**src/rtl/timer_counter.sv**
```systemverilog
// rtl/timer_counter.sv - memory-mapped 32-bit down-counter timer with one-shot / auto-reload modes
// Optional prescaler on CTRL[7:4] is built only when TIMER_PRESCALE_EN is defined.
module timer_counter #(
  parameter int CNT_W = 32
) (
  input  logic        clk,
  input  logic        reset_n,
  input  logic [29:0] Addr,
  input  logic        WE,
  input  logic [31:0] Din,
  output logic [31:0] Dout,
  output logic        IRQ
);

  localparam logic [1:0] A_CTRL   = 2'd0;
  localparam logic [1:0] A_PRESET = 2'd1;
  localparam logic [1:0] A_COUNT  = 2'd2;

  typedef enum logic [1:0] {
    ST_IDLE,
    ST_LOAD,
    ST_CNT,
    ST_INT
  } state_t;

  state_t           state;
  state_t           state_next;
  logic             ctrl_en;
  logic [1:0]       ctrl_mode;
  logic             ctrl_im;
  logic [CNT_W-1:0] preset;
  logic [CNT_W-1:0] count;
  logic [CNT_W-1:0] count_next;
  logic             irq_flag;

  logic             wr_ctrl;
  logic             wr_preset;
  logic             auto_reload;
  logic             tick;
  logic             en_clr;
  logic             flag_set;
  logic             flag_clr;
  logic [31:0]      preset_ext;
  logic [31:0]      count_ext;
  logic [3:0]       ps_field;
  logic             unused_bits;

  assign wr_ctrl     = WE && (Addr[1:0] == A_CTRL);
  assign wr_preset   = WE && (Addr[1:0] == A_PRESET);
  // Reserved mode encodings 1x fall back to one-shot.
  assign auto_reload = (ctrl_mode == 2'b01);
  assign unused_bits = ^{Addr[29:2], Din};

`ifdef TIMER_PRESCALE_EN
  logic [3:0] ctrl_ps;
  logic [3:0] psc;
  logic [3:0] psc_next;

  assign tick     = (psc == ctrl_ps);
  assign ps_field = ctrl_ps;
`else
  assign tick     = 1'b1;
  assign ps_field = 4'd0;
`endif

  always_comb begin
    state_next = state;
    count_next = count;
    en_clr     = 1'b0;
    flag_set   = 1'b0;
    flag_clr   = 1'b0;
`ifdef TIMER_PRESCALE_EN
    psc_next   = psc;
`endif
    case (state)
      ST_IDLE: begin
`ifdef TIMER_PRESCALE_EN
        psc_next = 4'd0;
`endif
        if (ctrl_en) begin
          state_next = ST_LOAD;
        end
      end
      ST_LOAD: begin
`ifdef TIMER_PRESCALE_EN
        psc_next = 4'd0;
`endif
        count_next = preset;
        state_next = ST_CNT;
      end
      ST_CNT: begin
        if (!ctrl_en) begin
          state_next = ST_IDLE;
        end else if (tick) begin
`ifdef TIMER_PRESCALE_EN
          psc_next = 4'd0;
`endif
          if (count == '0) begin
            state_next = ST_INT;
            flag_set   = 1'b1;
          end else begin
            count_next = count - CNT_W'(1);
          end
        end else begin
`ifdef TIMER_PRESCALE_EN
          psc_next = psc + 4'd1;
`endif
        end
      end
      ST_INT: begin
        if (auto_reload) begin
          state_next = ST_LOAD;
          flag_clr   = 1'b1;
        end else begin
          state_next = ST_IDLE;
          en_clr     = 1'b1;
        end
      end
      default: begin
        state_next = ST_IDLE;
      end
    endcase
  end

  always_ff @(posedge clk or negedge reset_n) begin
    if (!reset_n) begin
      state <= ST_IDLE;
      count <= '0;
`ifdef TIMER_PRESCALE_EN
      psc   <= 4'd0;
`endif
    end else begin
      state <= state_next;
      count <= count_next;
`ifdef TIMER_PRESCALE_EN
      psc   <= psc_next;
`endif
    end
  end

  // A bus write to CTRL overrides the FSM's own EN clear in the same cycle.
  always_ff @(posedge clk or negedge reset_n) begin
    if (!reset_n) begin
      ctrl_en   <= 1'b0;
      ctrl_mode <= 2'b00;
      ctrl_im   <= 1'b0;
`ifdef TIMER_PRESCALE_EN
      ctrl_ps   <= 4'd0;
`endif
    end else if (wr_ctrl) begin
      ctrl_en   <= Din[0];
      ctrl_mode <= Din[2:1];
      ctrl_im   <= Din[3];
`ifdef TIMER_PRESCALE_EN
      ctrl_ps   <= Din[7:4];
`endif
    end else if (en_clr) begin
      ctrl_en <= 1'b0;
    end
  end

  always_ff @(posedge clk or negedge reset_n) begin
    if (!reset_n) begin
      preset <= '0;
    end else if (wr_preset) begin
      preset <= Din[CNT_W-1:0];
    end
  end

  // Setting the flag beats any clear so an expiry coinciding with a CTRL write is kept.
  always_ff @(posedge clk or negedge reset_n) begin
    if (!reset_n) begin
      irq_flag <= 1'b0;
    end else if (flag_set) begin
      irq_flag <= 1'b1;
    end else if (wr_ctrl || flag_clr) begin
      irq_flag <= 1'b0;
    end
  end

  always_ff @(posedge clk or negedge reset_n) begin
    if (!reset_n) begin
      IRQ <= 1'b0;
    end else begin
      IRQ <= irq_flag & ctrl_im;
    end
  end

  always_comb begin
    preset_ext              = '0;
    preset_ext[CNT_W-1:0]   = preset;
    count_ext               = '0;
    count_ext[CNT_W-1:0]    = count;
  end

  always_comb begin
    Dout = 32'd0;
    case (Addr[1:0])
      A_CTRL:   Dout = {24'd0, ps_field, ctrl_im, ctrl_mode, ctrl_en};
      A_PRESET: Dout = preset_ext;
      A_COUNT:  Dout = count_ext;
      default:  Dout = 32'd0;
    endcase
  end

endmodule

```
**config.mk**
```make
export PLATFORM = sky130hd
export DESIGN_NAME = timer_counter
export DESIGN_NICKNAME = d
export VERILOG_FILES = /design/src/rtl/timer_counter.sv
export SDC_FILE = /design/constraint.sdc
export NUM_CORES = 1
export LEC_CHECK = 0
export BUFFER_PORTS_ARGS = -buffer_cell sky130_fd_sc_hd__buf_2
export CAP_MARGIN = 20
export CORE_MARGIN = 5
export CORE_UTILIZATION = 31
export CTS_BUF_LIST = sky130_fd_sc_hd__clkbuf_4
export DETAILED_ROUTE_END_ITERATION = 7
export SYNTH_ARGS = -nofsm -noshare
export SYNTH_HDL_FRONTEND = slang
export SYNTH_SLANG_ARGS = --single-unit
```
**constraint.sdc**
```tcl
create_clock -name clk -period 4.1 [get_ports clk]
set_input_delay 1.23 -clock clk [delete_from_list [all_inputs] [get_ports clk]]
set_output_delay 1.23 -clock clk [all_outputs]
set_load 0.03 [all_outputs]
```
==> results by group, run 1 <==
Timing
  • Max Slew Vio Count: 0
  • Final Hold Vio Count: 0
  • Worst slew pin tran: 1.016 ns
  • Worst Clk Skew: 0.01921 ns
  • Final period util: 86.93%
  • Min Clock Period, post-route: 3.564 ns
  • Setup-failing EPs final: 0
  • FMAX: 0.2806 GHz
  • Setup tns final: 0 ns
  • RSZ-0062 raised after global routing: false
  • Hold_ws: 0.5228 ns
  • Slew HR: 32.24%
  • Setup ws final: 0.5361 ns

Yosys
  • Post-Synthesis Cells: 404
  • Leading post-synthesis cells by cell area: dfrtp_1 45%, mux2_2 9.6%, a22o_1 6.4%
  • Synth Warn #: 0
  • EDFF count, synth: 0
  • Post-Syn Nets: 470
  • Yosys top cell by area: dfrtp_1
  • Seq cells post-synth: 72
  • Post-synth top flop: dfrtp_1
  • Syn_area_per_cell: 9.830 um2
  • Synth cell types: 50
  • Asr flop ratio synth: 100.0%
  • Synthesized area: 3971 um2
  • Post-synthesis sequential area ratio: 45.37%
  • Post-synth top area share: 45.37%

Clock network
  • Cts hold-fix bufs: 0
  • Root buffer cell: clkbuf_4
  • CTS clk-pin slew, worst paths: 0.11 ns
  • Clock buffer depth: 2
  • CTS H-tree depth: 3
  • CTS tree: built
  • Post-CTS Setup Bufs: 0
  • Post-CTS sizing: 0
  • CTS sink count: 72
  • Clk_lat worst skew: 0.45 ns
  • CTS Buf Count: 9

GRT
  • Antenna violations before repair: 1
  • First-pass GRT wire length: 17580 um
  • Pin count of the biggest net entering global routing: 40
  • Grt total ovfl: 0
  • Vias in the first global route: 3452
  • GRT Total Usage: 14.77%

Placed design
  • Post-DP HPWL: 7805 um
  • Cell Area, Placed: 4513 um2
  • Cell total after placement: 627
  • Gpl congestion: 0.8150
  • Pre-CTS setup slack: 0.5147 ns
  • IO buf count: 69

Die
  • Initial core utilization: 31.60%
  • Die area: 15170 um2
  • Cell row count: 41
  • Die Wd: 123.2 um
  • # IOs: 98
  • Die height: 123.2 um
  • Core box area: 12570 um2

Worst setup path
  • Crit-path max cell delay: 0.30 ns
  • CP startpoint: Addr[1]
  • R2r startpoint: count[16]$_DFFE_PN0P_
  • Crit Path Category: in -> out
  • Cell mode on critical path: buf_2
  • FF-to-FF setup slack: 0.98 ns
  • Worst path slowest cell: buf_4
  • R2R depth: 6
  • Worst setup SP type: input pin
  • CP arrival: 2.33 ns
  • Critical R2R Capture: count[16]$_DFFE_PN0P_
  • Crit path cell chain: buf_2, nor2b_2, buf_4, a22o_1, buf_2
  • CP required: 2.87 ns
  • Crit end category: output pin
  • CP max FO: 28

Power and ir drop
  • Leak: 1.991 nW
  • Total power: 3.037 mW
  • Maximum vdd ir drop: 201.9 uV
  • PD cells: 647.1 nW/um2

Detailed routing
  • Via count: 3558
  • Highest Signal Layer: met4
  • Final WL: 11020 um
  • Antenna viol nets, final: 0
  • Via/cell ratio: 5.525
  • DRT Pass-1 Iters: 5
  • DRC viols: 0
  • Met3 wire length: 664 um
  • WL/cell: 17.11 um
  • Met2 wire len: 5231 um
  • Initial DRC Count: 287
  • Met1 wire length: 4915 um

Layout
  • Layout cells sized above 1: 29.09%
  • Fin cells: 644
  • Final Instance Area: 4693 um2
  • Final #Nets: 532
  • Commonest non-fill, non-tap cell in the layout: dfrtp_1
  • Most frequent cells in the layout: 72 x dfrtp_1, 69 x buf_2, 35 x o21ai_0
  • Fin util: 37.34%
  • Layout Area Growth over Synthesis: 18.18%

Run
  • Max Cap Viol: 0

Hold path
  • Hold Crit Endpoint: IRQ$_DFF_PN0_
  • Hold crit path type: reg -> reg
  • HP Start: irq_flag$_DFFE_PN0P_
  • Worst Hold Path Cells: 1

Status
  • Status: finished clean
[synthesized netlist by cell type, types with 6 or more instances]
library cell and instances:
buf_2 6, a21oi_1 18, dfrtp_1 72, o22ai_1 6, mux2_2 34, o21ai_0 35, nor3_1 15, clkbuf_1 20
nand2_1 28, nand3_1 8, a22oi_1 10, a22o_1 29, nor4_1 10, nor2_1 23, nand2b_1 6
[worst max-delay path: cells and delay by family]
family | cells | cell delay, ns
simple gates | 1 | 0.16
compound gates | 1 | 0.24
buf+inv | 3 | 0.70
[worst max-delay path by stage]
stage,to,slack [ns],depth (start not counted)
after floorplan,Dout[11],0.29,5
after global placement,Dout[5],0.53,5
after detailed placement,Dout[5],0.51,5
after CTS,Dout[4],0.51,5
after global routing,Dout[4],0.46,5
final,Dout[5],0.54,5
[state kept, by name (all words and copies together), names as in the netlist]
register   flops
ctrl_en        1
IRQ            1
ctrl_im        1
preset        32
ctrl_mode      2
count         32
irq_flag       1
state          2
[report_power, final]
group | total (mW) | switching, mW | internal, mW
registers | 1.24 | 0.295 | 0.943
clock network | 0.567 | 0.263 | 0.303
logic | 1.23 | 0.736 | 0.496
total | 3.04 | 1.29 | 1.74
[metal layers]
metal | track usage [%] | vias to the layer above
met1 | 19.54 | 1754
met3 | 2.699 | 15
li1 | - | 1672
met2 | 23.72 | 117
met4 | 6.298 | 0
met5 | 0 | -
[cell families after synthesis]
logic type,share of synthesized area [%]
AOI/OAI and AO/OA,23.19
adders and majority gates,0.3150
buffers and inverters,3.497
DFF,45.37
muxes,11.28
and+or+nand+nor,16.35
[layout make-up]
type | instances | area [um2]
fillers | 1286 | 7875
multi-input cells | 297 | 2038
flip-flops and latches | 72 | 1802
repair buffers | 82 | 442.9
well taps | 172 | 215.2
clock inverters | 7 | 110.1
clock buffers | 9 | 67.56
inverters | 4 | 15.01
diodes | 1 | 2.502
Power figures use the tool's default switching activity.
==> inputs of run 2 (changes only) <==
--- a/config.mk
+++ b/config.mk
@@ -6,5 +6,5 @@
 export NUM_CORES = 1
 export LEC_CHECK = 0
-export BUFFER_PORTS_ARGS = -buffer_cell sky130_fd_sc_hd__buf_2
+export BUFFER_PORTS_ARGS = -buffer_cell sky130_fd_sc_hd__clkbuf_2
 export CAP_MARGIN = 20
 export CORE_MARGIN = 5
@@ -12,4 +12,5 @@
 export CTS_BUF_LIST = sky130_fd_sc_hd__clkbuf_4
 export DETAILED_ROUTE_END_ITERATION = 7
+export PLACE_DENSITY = 0.58
 export SYNTH_ARGS = -nofsm -noshare
 export SYNTH_HDL_FRONTEND = slang
==> constraint.sdc (replaced) <==
create_clock -name clk -period 4.1 [get_ports clk]
set_input_delay 1.23 -clock clk [delete_from_list [all_inputs] [get_ports clk]]
set_output_delay 1.23 -clock clk [all_outputs]
set_load 0.005 [all_outputs]
==> results by group, run 2 (synthesis gave the netlist of run 1 again) <==
Detailed routing
  • WL/cell: 17.40 um
  • DRC viols: 0
  • Initial DRC Count: 233
  • Antenna viol nets, final: 0
  • Via count: 3520
  • Via/cell ratio: 5.474
  • DRT Pass-1 Iters: 5
  • Final WL: 11190 um

Die
  • # IOs: 98
  • Initial core utilization: 31.60%
  • Die height: 123.2 um
  • Core box area: 12570 um2
  • Cell row count: 41
  • Die area: 15170 um2
  • Die Wd: 123.2 um

Worst setup path
  • R2r startpoint: count[16]$_DFFE_PN0P_
  • CP required: 2.87 ns
  • FF-to-FF setup slack: 1.31 ns
  • CP max FO: 28
  • Crit end category: output pin
  • Worst setup SP type: input pin
  • CP arrival: 2.28 ns
  • CP startpoint: Addr[1]
  • Crit Path Category: in -> out

Power and ir drop
  • PD cells: 602.0 nW/um2
  • Internal: 1.623 mW
  • Maximum vdd ir drop: 153.8 uV
  • Leak: 1.961 nW
  • Flop pwr share: 44.5%
  • Switching Share: 41.87%
  • Clock Power Share: 15.5%
  • Switch Pwr: 1.169 mW
  • Power share of the combinational group: 40.0%

Timing
  • Max Slew Vio Count: 0
  • Setup tns final: 0 ns
  • RSZ-0062 raised after global routing: false
  • Slew HR: 36.71%
  • FMAX: 0.2853 GHz
  • Worst slew pin tran: 0.9494 ns
  • Worst Clk Skew: 0.01967 ns
  • Final period util: 85.49%
  • Setup-failing EPs final: 0
  • Final Hold Vio Count: 0
  • Min Clock Period, post-route: 3.505 ns

Hold path
  • HP Start: irq_flag$_DFFE_PN0P_
  • Hold crit path type: reg -> reg

GRT
  • Antenna violations before repair: 0
  • Vias in the first global route: 3500
  • GRT Total Usage: 15.18%
  • Pin count of the biggest net entering global routing: 73
  • Grt total ovfl: 0
  • First-pass GRT wire length: 18210 um

Layout
  • Commonest non-fill, non-tap cell in the layout: dfrtp_1
  • Inserted Diodes: 0
  • Final #Nets: 532
  • Most frequent cells in the layout: 72 x dfrtp_1, 68 x clkbuf_2, 35 x o21ai_0
  • Layout Area Growth over Synthesis: 16.79%
  • Largest regs: count: 32 flops, preset: 32 flops
  • Final Instance Area: 4638 um2
  • Layout cells sized above 1: 28.66%

Clock network
  • Cts hold-fix bufs: 0
  • Clk_lat worst skew: 0.43 ns
  • CTS clk-pin slew, worst paths: 0.09 ns
  • Post-CTS sizing: 0
  • Post-CTS Setup Bufs: 0
  • CTS sink count: 72
  • Clock buffer depth: 2
  • Root buffer cell: clkbuf_4
  • CTS tree: built
  • CTS Buf Count: 9
  • CTS H-tree depth: 3

Placed design
  • Post-DP HPWL: 7705 um
  • Cell Area, Placed: 4513 um2
  • Gpl congestion: 0.8208
  • IO buf count: 69

Run
  • Max Cap Viol: 0

Status
  • Status: finished clean
==> run 2: cell count changes in the layout (fill, tap and decap cells not counted) <==
cell | previous run | this run
buf_2 | 69 | 1
bufinv_16 | 3 | 1
clkbuf_2 | 0 | 68
clkbuf_4 | 9 | 10
clkinv_1 | 3 | 5
clkinvlp_4 | 1 | 0
diode_2 | 1 | 0
==> run 2: final cells by class <==
type | instances | area [um2]
Sequential cell | 72 | 1802
Inverter | 4 | 15.01
Fill cell | 1278 | 7930
Clock buffer | 10 | 75.07
Tap cell | 172 | 215.2
Multi-Input combinational cell | 297 | 2038
Clock inverter | 6 | 50.05
Timing Repair Buffer | 82 | 442.9
==> run 2: path summary, 6_finish.rpt <==
path / end / depth (start not counted)
worst max-delay path: Dout[8] / 5
worst min register to register: IRQ$_DFF_PN0_ / 1
min in group asynchronous: preset[3]$_DFFE_PN0P_ / 2
max in group asynchronous: preset[14]$_DFFE_PN0P_ / 2
worst min-delay path: IRQ$_DFF_PN0_ / 1
worst max register to register: count[19]$_DFFE_PN0P_ / 6
==> run 2: through the flow <==
stage | hold slack, ns | utilization, % | setup slack (ns) | power (mW) | std cells
2_1_floorplan | 0.4581 | - | 0.4538 | 1.971 | 404
3_3_place_gp | 0.4922 | 35.91 | 0.5885 | 2.331 | 627
3_5_place_dp | 0.4912 | 35.91 | 0.5852 | 2.367 | 627
4_1_cts | 0.5136 | 36.90 | 0.5736 | 2.810 | 643
5_1_grt | 0.5338 | 36.90 | 0.5182 | 3.027 | 643
6_report | 0.5093 | 36.90 | 0.5948 | 2.792 | 643
==> run 2: worst max-delay path, stage by stage <==
cell and delay, ns:
clkbuf_2 0.19, nor2b_2 0.16, buf_4 0.33, a22o_1 0.24, clkbuf_2 0.12
==> run 2: power by group through the flow <==
stage	registers, mW	clock network [mW]	logic [mW]
6_report	1.24	0.433	1.12
5_1_grt	1.28	0.486	1.26
4_1_cts	1.24	0.449	1.13
3_5_place_dp	1.25	0	1.12
3_3_place_gp	1.24	0	1.10
2_1_floorplan	1.14	0	0.832
==> run 2: layer usage <==
metal  track usage, %  share of wire, %  up-vias  wire length (um)
li1                 -                 -     1669                 -
met1            21.68                48     1728              5326
met2            23.24                46      106              5096
met3            2.150               5.1       17               566
met4            5.952               1.8        0               197
met5                0                 0        -                 0
